===== src/rtl/lcd_pkg.sv =====
// Shared types and constants for the LCD write path: FSM states, transaction
// kinds and the classification rule applied when a request is accepted.
package lcd_pkg;

  typedef enum logic [2:0] {
    IDLE  = 3'd0,
    SETUP = 3'd1,
    WR_L  = 3'd2,
    WR_H  = 3'd3,
    DONE  = 3'd4
  } state_t;

  typedef enum logic [1:0] {
    RAW  = 2'd0,
    REG  = 2'd1,
    FILL = 2'd2
  } kind_t;

  localparam logic [15:0] FILL_CMD_DEF = 16'h2C00;
  localparam logic [31:0] LCD_INPUT    = 32'h0000_0000;
  localparam logic [31:0] TOUCH_INPUT  = 32'h0000_0004;

  // Raw paths win over any command decode; a zero-length fill degrades to a
  // plain register write so the command still reaches the panel.
  function automatic kind_t classify(input logic        refresh,
                                     input logic        char_color,
                                     input logic [15:0] cmd,
                                     input logic [15:0] fill_cmd,
                                     input logic [31:0] graph_size);
    if (refresh || char_color) return RAW;
    if ((cmd == fill_cmd) && (graph_size != 32'd0)) return FILL;
    return REG;
  endfunction

endpackage


===== src/rtl/lcd_bus_writer_if.sv =====
// Request handshake from the buffer FSM plus the 8080-style LCD write bus.
// Handshake: a request is taken on a clock edge where write_ok=1 and
// data_valid=1; data_valid while write_ok=0 is dropped, never queued.
interface lcd_bus_writer_if;
  import lcd_pkg::*;

  logic [31:0] buffer_data;
  logic [31:0] buffer_addr;
  logic        data_valid;
  logic [31:0] graph_size;
  logic        refresh;
  logic        refresh_rs;
  logic        char_color;
  logic        char_rs;
  logic        write_ok;
  logic        lcd_cs;
  logic        lcd_rs;
  logic        lcd_wr;
  logic        lcd_rd;
  logic [15:0] lcd_data_o;
  logic        lcd_data_oe;
  logic [31:0] debug_beats;
  state_t      debug_state;

  modport master (
    output buffer_data, buffer_addr, data_valid, graph_size,
           refresh, refresh_rs, char_color, char_rs,
    input  write_ok, lcd_cs, lcd_rs, lcd_wr, lcd_rd, lcd_data_o,
           lcd_data_oe, debug_beats, debug_state
  );

  modport slave (
    input  buffer_data, buffer_addr, data_valid, graph_size,
           refresh, refresh_rs, char_color, char_rs,
    output write_ok, lcd_cs, lcd_rs, lcd_wr, lcd_rd, lcd_data_o,
           lcd_data_oe, debug_beats, debug_state
  );
endinterface


===== src/rtl/lcd_wr_strobe.sv =====
// Sequences one SETUP / WR_L / WR_H beat per start pulse; done marks the last
// WR_H cycle so the parent can chain the next beat without a gap.
module lcd_wr_strobe
  import lcd_pkg::*;
#(
  parameter int unsigned WR_LOW_CYC  = 1,
  parameter int unsigned WR_HIGH_CYC = 1
) (
  input  logic   pclk,
  input  logic   rst_n,
  input  logic   start,
  output state_t phase_nxt,
  output logic   done
);

  localparam logic [3:0] LOW_LOAD  = 4'(WR_LOW_CYC - 1);
  localparam logic [3:0] HIGH_LOAD = 4'(WR_HIGH_CYC - 1);

  state_t     phase;
  logic [3:0] cnt;
  logic [3:0] cnt_nxt;

  always_ff @(posedge pclk) begin
    if (!rst_n) begin
      phase <= IDLE;
      cnt   <= 4'd0;
    end else begin
      phase <= phase_nxt;
      cnt   <= cnt_nxt;
    end
  end

  assign done = (phase == WR_H) && (cnt == 4'd0);

  always_comb begin
    phase_nxt = phase;
    cnt_nxt   = cnt;
    case (phase)
      SETUP: begin
        phase_nxt = WR_L;
        cnt_nxt   = LOW_LOAD;
      end
      WR_L: begin
        if (cnt == 4'd0) begin
          phase_nxt = WR_H;
          cnt_nxt   = HIGH_LOAD;
        end else begin
          cnt_nxt = cnt - 4'd1;
        end
      end
      WR_H: begin
        if (cnt == 4'd0) phase_nxt = start ? SETUP : IDLE;
        else             cnt_nxt   = cnt - 4'd1;
      end
      default: begin
        if (start) phase_nxt = SETUP;
      end
    endcase
  end

endmodule


===== src/rtl/lcd_bus_writer.sv =====
// Serialises one 32-bit buffer instruction into command/data beats on the
// 16-bit LCD write bus; outputs are registered from the next-state decode.
module lcd_bus_writer
  import lcd_pkg::*;
#(
  parameter int unsigned WR_LOW_CYC  = 1,
  parameter int unsigned WR_HIGH_CYC = 1,
  parameter logic [15:0] FILL_CMD    = FILL_CMD_DEF
) (
  input logic             pclk,
  input logic             rst_n,
  lcd_bus_writer_if.slave bus
);

  state_t      state, state_nxt, phase_nxt;
  kind_t       kind_q, kind_c;
  logic [15:0] cmd_q, dat_q, cmd_c, dat_c;
  logic        raw_rs_q, raw_rs_c;
  logic        cmd_pend, cmd_pend_nxt;
  logic [31:0] data_cnt, data_cnt_nxt;
  logic        accept, start, done, last, beat;
  logic        write_ok_nxt, cs_nxt, rs_nxt, wr_nxt, oe_nxt;
  logic [15:0] data_nxt;
  logic [31:0] dbg_nxt;
  logic        addr_unused;

  assign addr_unused = ^bus.buffer_addr;

  assign accept   = (state == IDLE) && bus.data_valid;
  assign last     = !cmd_pend && (data_cnt == 32'd1);
  assign start    = accept || (done && !last);
  assign kind_c   = accept ? classify(bus.refresh, bus.char_color, bus.buffer_data[31:16],
                                      FILL_CMD, bus.graph_size) : kind_q;
  assign cmd_c    = accept ? bus.buffer_data[31:16] : cmd_q;
  assign dat_c    = accept ? bus.buffer_data[15:0]  : dat_q;
  assign raw_rs_c = accept ? (bus.refresh ? bus.refresh_rs : bus.char_rs) : raw_rs_q;

  lcd_wr_strobe #(
    .WR_LOW_CYC (WR_LOW_CYC),
    .WR_HIGH_CYC(WR_HIGH_CYC)
  ) u_strobe (
    .pclk     (pclk),
    .rst_n    (rst_n),
    .start    (start),
    .phase_nxt(phase_nxt),
    .done     (done)
  );

  always_ff @(posedge pclk) begin
    if (!rst_n) begin
      state    <= IDLE;
      kind_q   <= RAW;
      cmd_q    <= 16'd0;
      dat_q    <= 16'd0;
      raw_rs_q <= 1'b0;
      cmd_pend <= 1'b0;
      data_cnt <= 32'd0;
    end else begin
      state    <= state_nxt;
      kind_q   <= kind_c;
      cmd_q    <= cmd_c;
      dat_q    <= dat_c;
      raw_rs_q <= raw_rs_c;
      cmd_pend <= cmd_pend_nxt;
      data_cnt <= data_cnt_nxt;
    end
  end

  // The command beat is tracked by a flag so a 0xFFFF_FFFF fill never wraps.
  always_comb begin
    cmd_pend_nxt = cmd_pend;
    data_cnt_nxt = data_cnt;
    if (accept) begin
      case (kind_c)
        RAW:     begin cmd_pend_nxt = 1'b0; data_cnt_nxt = 32'd1;          end
        FILL:    begin cmd_pend_nxt = 1'b1; data_cnt_nxt = bus.graph_size; end
        default: begin cmd_pend_nxt = 1'b1; data_cnt_nxt = 32'd1;          end
      endcase
    end else if (done) begin
      if (cmd_pend) cmd_pend_nxt = 1'b0;
      else          data_cnt_nxt = data_cnt - 32'd1;
    end
  end

  always_comb begin
    state_nxt = state;
    case (state)
      IDLE:  if (accept) state_nxt = SETUP;
      SETUP, WR_L, WR_H: begin
        if (done && last) state_nxt = DONE;
        else              state_nxt = phase_nxt;
      end
      DONE:    state_nxt = IDLE;
      default: state_nxt = IDLE;
    endcase
  end

  always_comb begin
    beat         = (state_nxt == SETUP) || (state_nxt == WR_L) || (state_nxt == WR_H);
    write_ok_nxt = (state_nxt == IDLE);
    cs_nxt       = !beat;
    oe_nxt       = beat;
    wr_nxt       = (state_nxt != WR_L);
    rs_nxt       = bus.lcd_rs;
    data_nxt     = bus.lcd_data_o;
    if (beat) begin
      if (kind_c == RAW) begin
        rs_nxt   = raw_rs_c;
        data_nxt = dat_c;
      end else if (cmd_pend_nxt) begin
        rs_nxt   = 1'b0;
        data_nxt = cmd_c;
      end else begin
        rs_nxt   = 1'b1;
        data_nxt = dat_c;
      end
    end
    if (cmd_pend_nxt) dbg_nxt = (&data_cnt_nxt) ? 32'hFFFF_FFFF : data_cnt_nxt + 32'd1;
    else              dbg_nxt = data_cnt_nxt;
  end

  always_ff @(posedge pclk) begin
    if (!rst_n) begin
      bus.write_ok    <= 1'b1;
      bus.lcd_cs      <= 1'b1;
      bus.lcd_rs      <= 1'b1;
      bus.lcd_wr      <= 1'b1;
      bus.lcd_rd      <= 1'b1;
      bus.lcd_data_o  <= 16'd0;
      bus.lcd_data_oe <= 1'b0;
      bus.debug_beats <= 32'd0;
    end else begin
      bus.write_ok    <= write_ok_nxt;
      bus.lcd_cs      <= cs_nxt;
      bus.lcd_rs      <= rs_nxt;
      bus.lcd_wr      <= wr_nxt;
      bus.lcd_rd      <= 1'b1;
      bus.lcd_data_o  <= data_nxt;
      bus.lcd_data_oe <= oe_nxt;
      bus.debug_beats <= dbg_nxt;
    end
  end

  assign bus.debug_state = state;

endmodule


===== src/flat_wrapper.sv =====
// flat-port wrapper written by rule: the top's interface ports become plain ports
module lcd_bus_writer_flat import lcd_pkg::*;
#(
  parameter int unsigned WR_LOW_CYC  = 1,
  parameter int unsigned WR_HIGH_CYC = 1,
  parameter logic [15:0] FILL_CMD    = FILL_CMD_DEF
)
  (pclk, rst_n, bus_buffer_data, bus_buffer_addr, bus_data_valid, bus_graph_size, bus_refresh, bus_refresh_rs, bus_char_color, bus_char_rs, bus_write_ok, bus_lcd_cs, bus_lcd_rs, bus_lcd_wr, bus_lcd_rd, bus_lcd_data_o, bus_lcd_data_oe, bus_debug_beats, bus_debug_state);
  lcd_bus_writer_if bus_i ();
  input logic pclk;
  input logic rst_n;
  input wire logic [$bits(bus_i.buffer_data)-1:0] bus_buffer_data;
  input wire logic [$bits(bus_i.buffer_addr)-1:0] bus_buffer_addr;
  input wire logic [$bits(bus_i.data_valid)-1:0] bus_data_valid;
  input wire logic [$bits(bus_i.graph_size)-1:0] bus_graph_size;
  input wire logic [$bits(bus_i.refresh)-1:0] bus_refresh;
  input wire logic [$bits(bus_i.refresh_rs)-1:0] bus_refresh_rs;
  input wire logic [$bits(bus_i.char_color)-1:0] bus_char_color;
  input wire logic [$bits(bus_i.char_rs)-1:0] bus_char_rs;
  output wire logic [$bits(bus_i.write_ok)-1:0] bus_write_ok;
  output wire logic [$bits(bus_i.lcd_cs)-1:0] bus_lcd_cs;
  output wire logic [$bits(bus_i.lcd_rs)-1:0] bus_lcd_rs;
  output wire logic [$bits(bus_i.lcd_wr)-1:0] bus_lcd_wr;
  output wire logic [$bits(bus_i.lcd_rd)-1:0] bus_lcd_rd;
  output wire logic [$bits(bus_i.lcd_data_o)-1:0] bus_lcd_data_o;
  output wire logic [$bits(bus_i.lcd_data_oe)-1:0] bus_lcd_data_oe;
  output wire logic [$bits(bus_i.debug_beats)-1:0] bus_debug_beats;
  output wire logic [$bits(bus_i.debug_state)-1:0] bus_debug_state;
  assign bus_i.buffer_data = bus_buffer_data;
  assign bus_i.buffer_addr = bus_buffer_addr;
  assign bus_i.data_valid = bus_data_valid;
  assign bus_i.graph_size = bus_graph_size;
  assign bus_i.refresh = bus_refresh;
  assign bus_i.refresh_rs = bus_refresh_rs;
  assign bus_i.char_color = bus_char_color;
  assign bus_i.char_rs = bus_char_rs;
  assign bus_write_ok = bus_i.write_ok;
  assign bus_lcd_cs = bus_i.lcd_cs;
  assign bus_lcd_rs = bus_i.lcd_rs;
  assign bus_lcd_wr = bus_i.lcd_wr;
  assign bus_lcd_rd = bus_i.lcd_rd;
  assign bus_lcd_data_o = bus_i.lcd_data_o;
  assign bus_lcd_data_oe = bus_i.lcd_data_oe;
  assign bus_debug_beats = bus_i.debug_beats;
  assign bus_debug_state = bus_i.debug_state;
  lcd_bus_writer #(.WR_LOW_CYC(WR_LOW_CYC), .WR_HIGH_CYC(WR_HIGH_CYC), .FILL_CMD(FILL_CMD)) u_core (.pclk(pclk), .rst_n(rst_n), .bus(bus_i));
endmodule

===== config.mk =====
export PLATFORM = sky130hd
export DESIGN_NAME = lcd_bus_writer_flat
export DESIGN_NICKNAME = d
export VERILOG_FILES = /design/src/rtl/lcd_pkg.sv /design/src/rtl/lcd_bus_writer_if.sv /design/src/rtl/lcd_wr_strobe.sv /design/src/rtl/lcd_bus_writer.sv /design/src/flat_wrapper.sv
export SDC_FILE = /design/constraint.sdc
export NUM_CORES = 1
export LEC_CHECK = 0
export ABC_AREA = 1
export BUFFER_PORTS_ARGS = -buffer_cell sky130_fd_sc_hd__buf_4
export CAP_MARGIN = 20
export CORE_ASPECT_RATIO = 1.5
export CORE_MARGIN = 2
export CORE_UTILIZATION = 30
export CTS_CLUSTER_DIAMETER = 50
export DETAILED_ROUTE_END_ITERATION = 8
export GPL_ROUTABILITY_DRIVEN = 0
export GPL_TIMING_DRIVEN = 0
export PLACE_DENSITY = 0.53
export RECOVER_POWER = 25
export SYNTH_ARGS = -nofsm -noshare
export SYNTH_HDL_FRONTEND = slang
export SYNTH_SLANG_ARGS = --single-unit

===== constraint.sdc =====
create_clock -name pclk -period 3.93 [get_ports pclk]
set_input_delay 0.1965 -clock pclk [delete_from_list [all_inputs] [get_ports pclk]]
set_output_delay 0.1965 -clock pclk [all_outputs]
set_load 0.005 [all_outputs]

==> impl_metrics.csv <==
group,metric,value,unit
floorplan,die_x,131,µm
global_route,overflow,0,
layout,filler_cell_count,2608,
critical_path,arrival,3810,ps
clocking,clockRootBuffer,"clkbuf_16",
placed_design,place_hpwl,20500,µm
timing,rsz0062_at_grt,"false",
global_route,grt_pass1_wl,39900,µm
yosys,ys_async_sr_fraction,0,%
hold_path,hold_class,"in -> reg",
critical_path,path_class,"reg -> reg",
critical_path,crit_fanout,9,
timing,fmax,287,MHz
critical_path,required,4260,ps
yosys,synth_area_per_cell,6.70,µm²
clocking,clk-insertion-delay-late,430,ps
critical_path,cp_slowest_cell,"nor2_1",
critical_path,slowest_delay,320,ps
critical_path,startpoint_type,"flop",
layout,layout_common_cells,"nand2_1 (243), nor2_1 (229), dfxtp_1 (131)",
layout,multi_input_area,3940,µm²
placed_design,port_buffers,126,
flow_run,cap_violations,0,
layout,layout.cells.non_filler,1553,
layout,drive_gt1_share,18.2,%
timing,setup_slack,444,ps
critical_path,cp-end-kind,"flop",
timing,relSlewSlack,43.6,%
timing,fin_tns_setup,0,ps
timing,period_needed,3490,ps
timing,holdWs,19.3,ps
clocking,cts_resized,0,
global_route,antenna_found_initial,0,
yosys,synth_area,7230,µm²
power_and_ir_drop,p_clk_share,33.0,%
power_and_ir_drop,pwr-share-comb,31.9,%
power_and_ir_drop,seqPwrFrac,35.1,%
yosys,synthCells,1078,
clocking,cts_sinks,131,
clocking,path_clk_slew,60,ps
yosys,synth_edf_count,0,
floorplan,core_area,23700,µm²
power_and_ir_drop,powerDensity,511,nW/µm²
timing,slew_violations,0,
clocking,cts_tree,"yes",
timing,skew,8.42,ps
routing,vias,7305,
power_and_ir_drop,swShare,36.3,%
critical_path,crit_top_cell,"nand2_1",
clocking,cts_buffer_depth,2,
power_and_ir_drop,leakage,4.36,nW
power_and_ir_drop,ir_drop,322,µV
clocking,post-cts-setup-buffers,0,
layout,nets,1331,
floorplan,rows,69,
yosys,synth_nets,1186,
routing,ant_nets,0,
critical_path,crit_chain,"inv_1 -> ha_1 -> nand3_2 -> nor2_4 -> nand2_4 -> inv_1 -> nand2_1 -> xor2_1 -> nand2_1 -> nand2_1 -> inv_1 -> nor2_1 -> nand2_1 -> nor2_2 -> nand2_1 -> inv_1 -> nand2_1 -> nand2_1 -> nand3_1 -> nand2_1 -> inv_1",
power_and_ir_drop,p_total,4.65,mW
routing,avgViaCountPerCell,4.70,
global_route,grt_pass1_vias,7358,
yosys,ys_warn_count,0,
timing,finalHoldViolations,0,
yosys,synth.largest_area_cell,"dfxtp_1",
clocking,cts_buffers,17,
global_route,grt_max_degree,17,
routing,drt-initial-drc-count,474,
yosys,synth_cell_types,47,
layout,layout_commonest_cell,"nand2_1",
routing,finalWirelength,25400,µm
floorplan,die-area,25400,µm²
clocking,ctsHoldBuffers,0,
yosys,synthFlopType,"dfxtp_1",
floorplan,die_height,194,µm
layout,seq_area,2620,µm²
timing,finalSetupViolCount,0,
floorplan,io_pins,160,
timing,fin_crit_sh,88.7,%
floorplan,start_util,30.5,%
layout,diodes,0,
yosys,synthTopCellsByArea,"dfxtp_1 (36%), nand2_1 (13%), nor2_1 (12%)",
routing,drc,0,
status,status,"finished clean",
yosys,ys_seq_area_share,36.3,%
global_route,grt_usage,21.0,%
routing,drtPass1Iterations,5,
power_and_ir_drop,p_int,2.96,mW
timing,worstMarginPinSlew,846,ps
yosys,yosysTopAreaCellShare,36.3,%
yosys,ys_ff_latch,131,
placed_design,placed_cells,1523,
routing,routedWlPerCell,16.4,µm
layout,synthToLayoutAreaGrowth,26.0,%
power_and_ir_drop,switchingPower,1.69,mW
placed_design,place_ws,405,ps
clocking,htree_levels,4,
Yosys cell counts, drive strengths merged (2+ instances only):
cell / count
inv: 127
a21oi: 33
ha: 5
xor2: 18
nand3b: 5
nand4: 22
nor4: 2
buf: 19
nor3: 10
clkbuf: 14
mux2i: 32
dfxtp: 131
nor2: 249
clkinv: 2
nand3: 99
o21ai: 40
nand2: 248
or2: 5
xnor2: 6
through the flow:
step	util [%]	cell area (µm²)
2_1_floorplan	-	7230
3_3_place_gp	36.2	8570
3_5_place_dp	36.2	8570
4_1_cts	38.6	9130
5_1_grt	38.5	9100
6_report	38.5	9100
critical path, delay by kind of cell, from the launching register on:
kind                       cells  cell delay [ps]
xor gates and xnor gates       1              170
DFF                            1              310
and+or+nand+nor               14             2130
adders and majority gates      1              180
buffers and inverters          5              590
sequential cells by signal, indices dropped and copies added, names as in the netlist, 2 cells and up:
register and cells:
u_core.bus.debug_beats 32, u_core.cmd_q 16, u_core.bus.lcd_data_o 16, u_core.dat_q 16, u_core.data_cnt 32, u_core.u_strobe.phase 3, u_core.kind_q 2, u_core.u_strobe.cnt 4
u_core.bus.debug_state 3
routing by layer:
layer / global-route usage [%] / part of all wire [%] / up-vias
met5: 0 / 0 / -
met4: 12.8 / 6.4 / 0
met3: 4.83 / 6.0 / 71
met2: 37.0 / 50 / 242
met1: 22.1 / 37 / 3306
li1: - / - / 3686
cell type report:
cell class	count	share of cell area, %
multi-input combinational	785	43.3
sequential	131	28.8
timing repair buffer	126	10.1
inverter	129	5.32
clock buffer	19	4.98
tap	319	4.38
buffer	33	1.94
clock inverter	11	1.17
cell families (layout without fill, tap and decap cells):
group / after synthesis / after routing / share of synthesized area (%)
other: 1 / 1 / 0.0519
adder cells (fa/ha/maj): 5 / 5 / 0.866
buffers and inverters: 162 / 318 / 9.14
AND/OR/NAND/NOR: 643 / 643 / 39.6
multiplexers: 33 / 33 / 4.59
AO/OA/AOI/OAI: 79 / 79 / 6.53
flip-flops: 131 / 131 / 36.3
XOR/XNOR: 24 / 24 / 2.91
power groups by stage:
stage	sequential, mW	combinational (mW)	clock, mW
2_1_floorplan	1.65	0.966	0
3_3_place_gp	1.66	1.49	0
3_5_place_dp	1.66	1.50	0
4_1_cts	1.64	1.51	1.56
5_1_grt	1.66	1.67	1.61
6_report	1.63	1.48	1.53
path summary, 6_finish.rpt:
check,slack [ps],depth (start not counted),from,to
setup / recovery,440,21,u_core.u_strobe.cnt[0],u_core.bus.debug_beats[19]
hold / removal,20,3,bus_buffer_data[3],u_core.dat_q[3]
setup reg to reg,440,21,u_core.u_strobe.cnt[0],u_core.bus.debug_beats[19]
hold reg to reg,450,2,u_core.bus.lcd_data_o[2],u_core.bus.lcd_data_o[2]
Note: power is estimated with default switching activity, not from simulation.
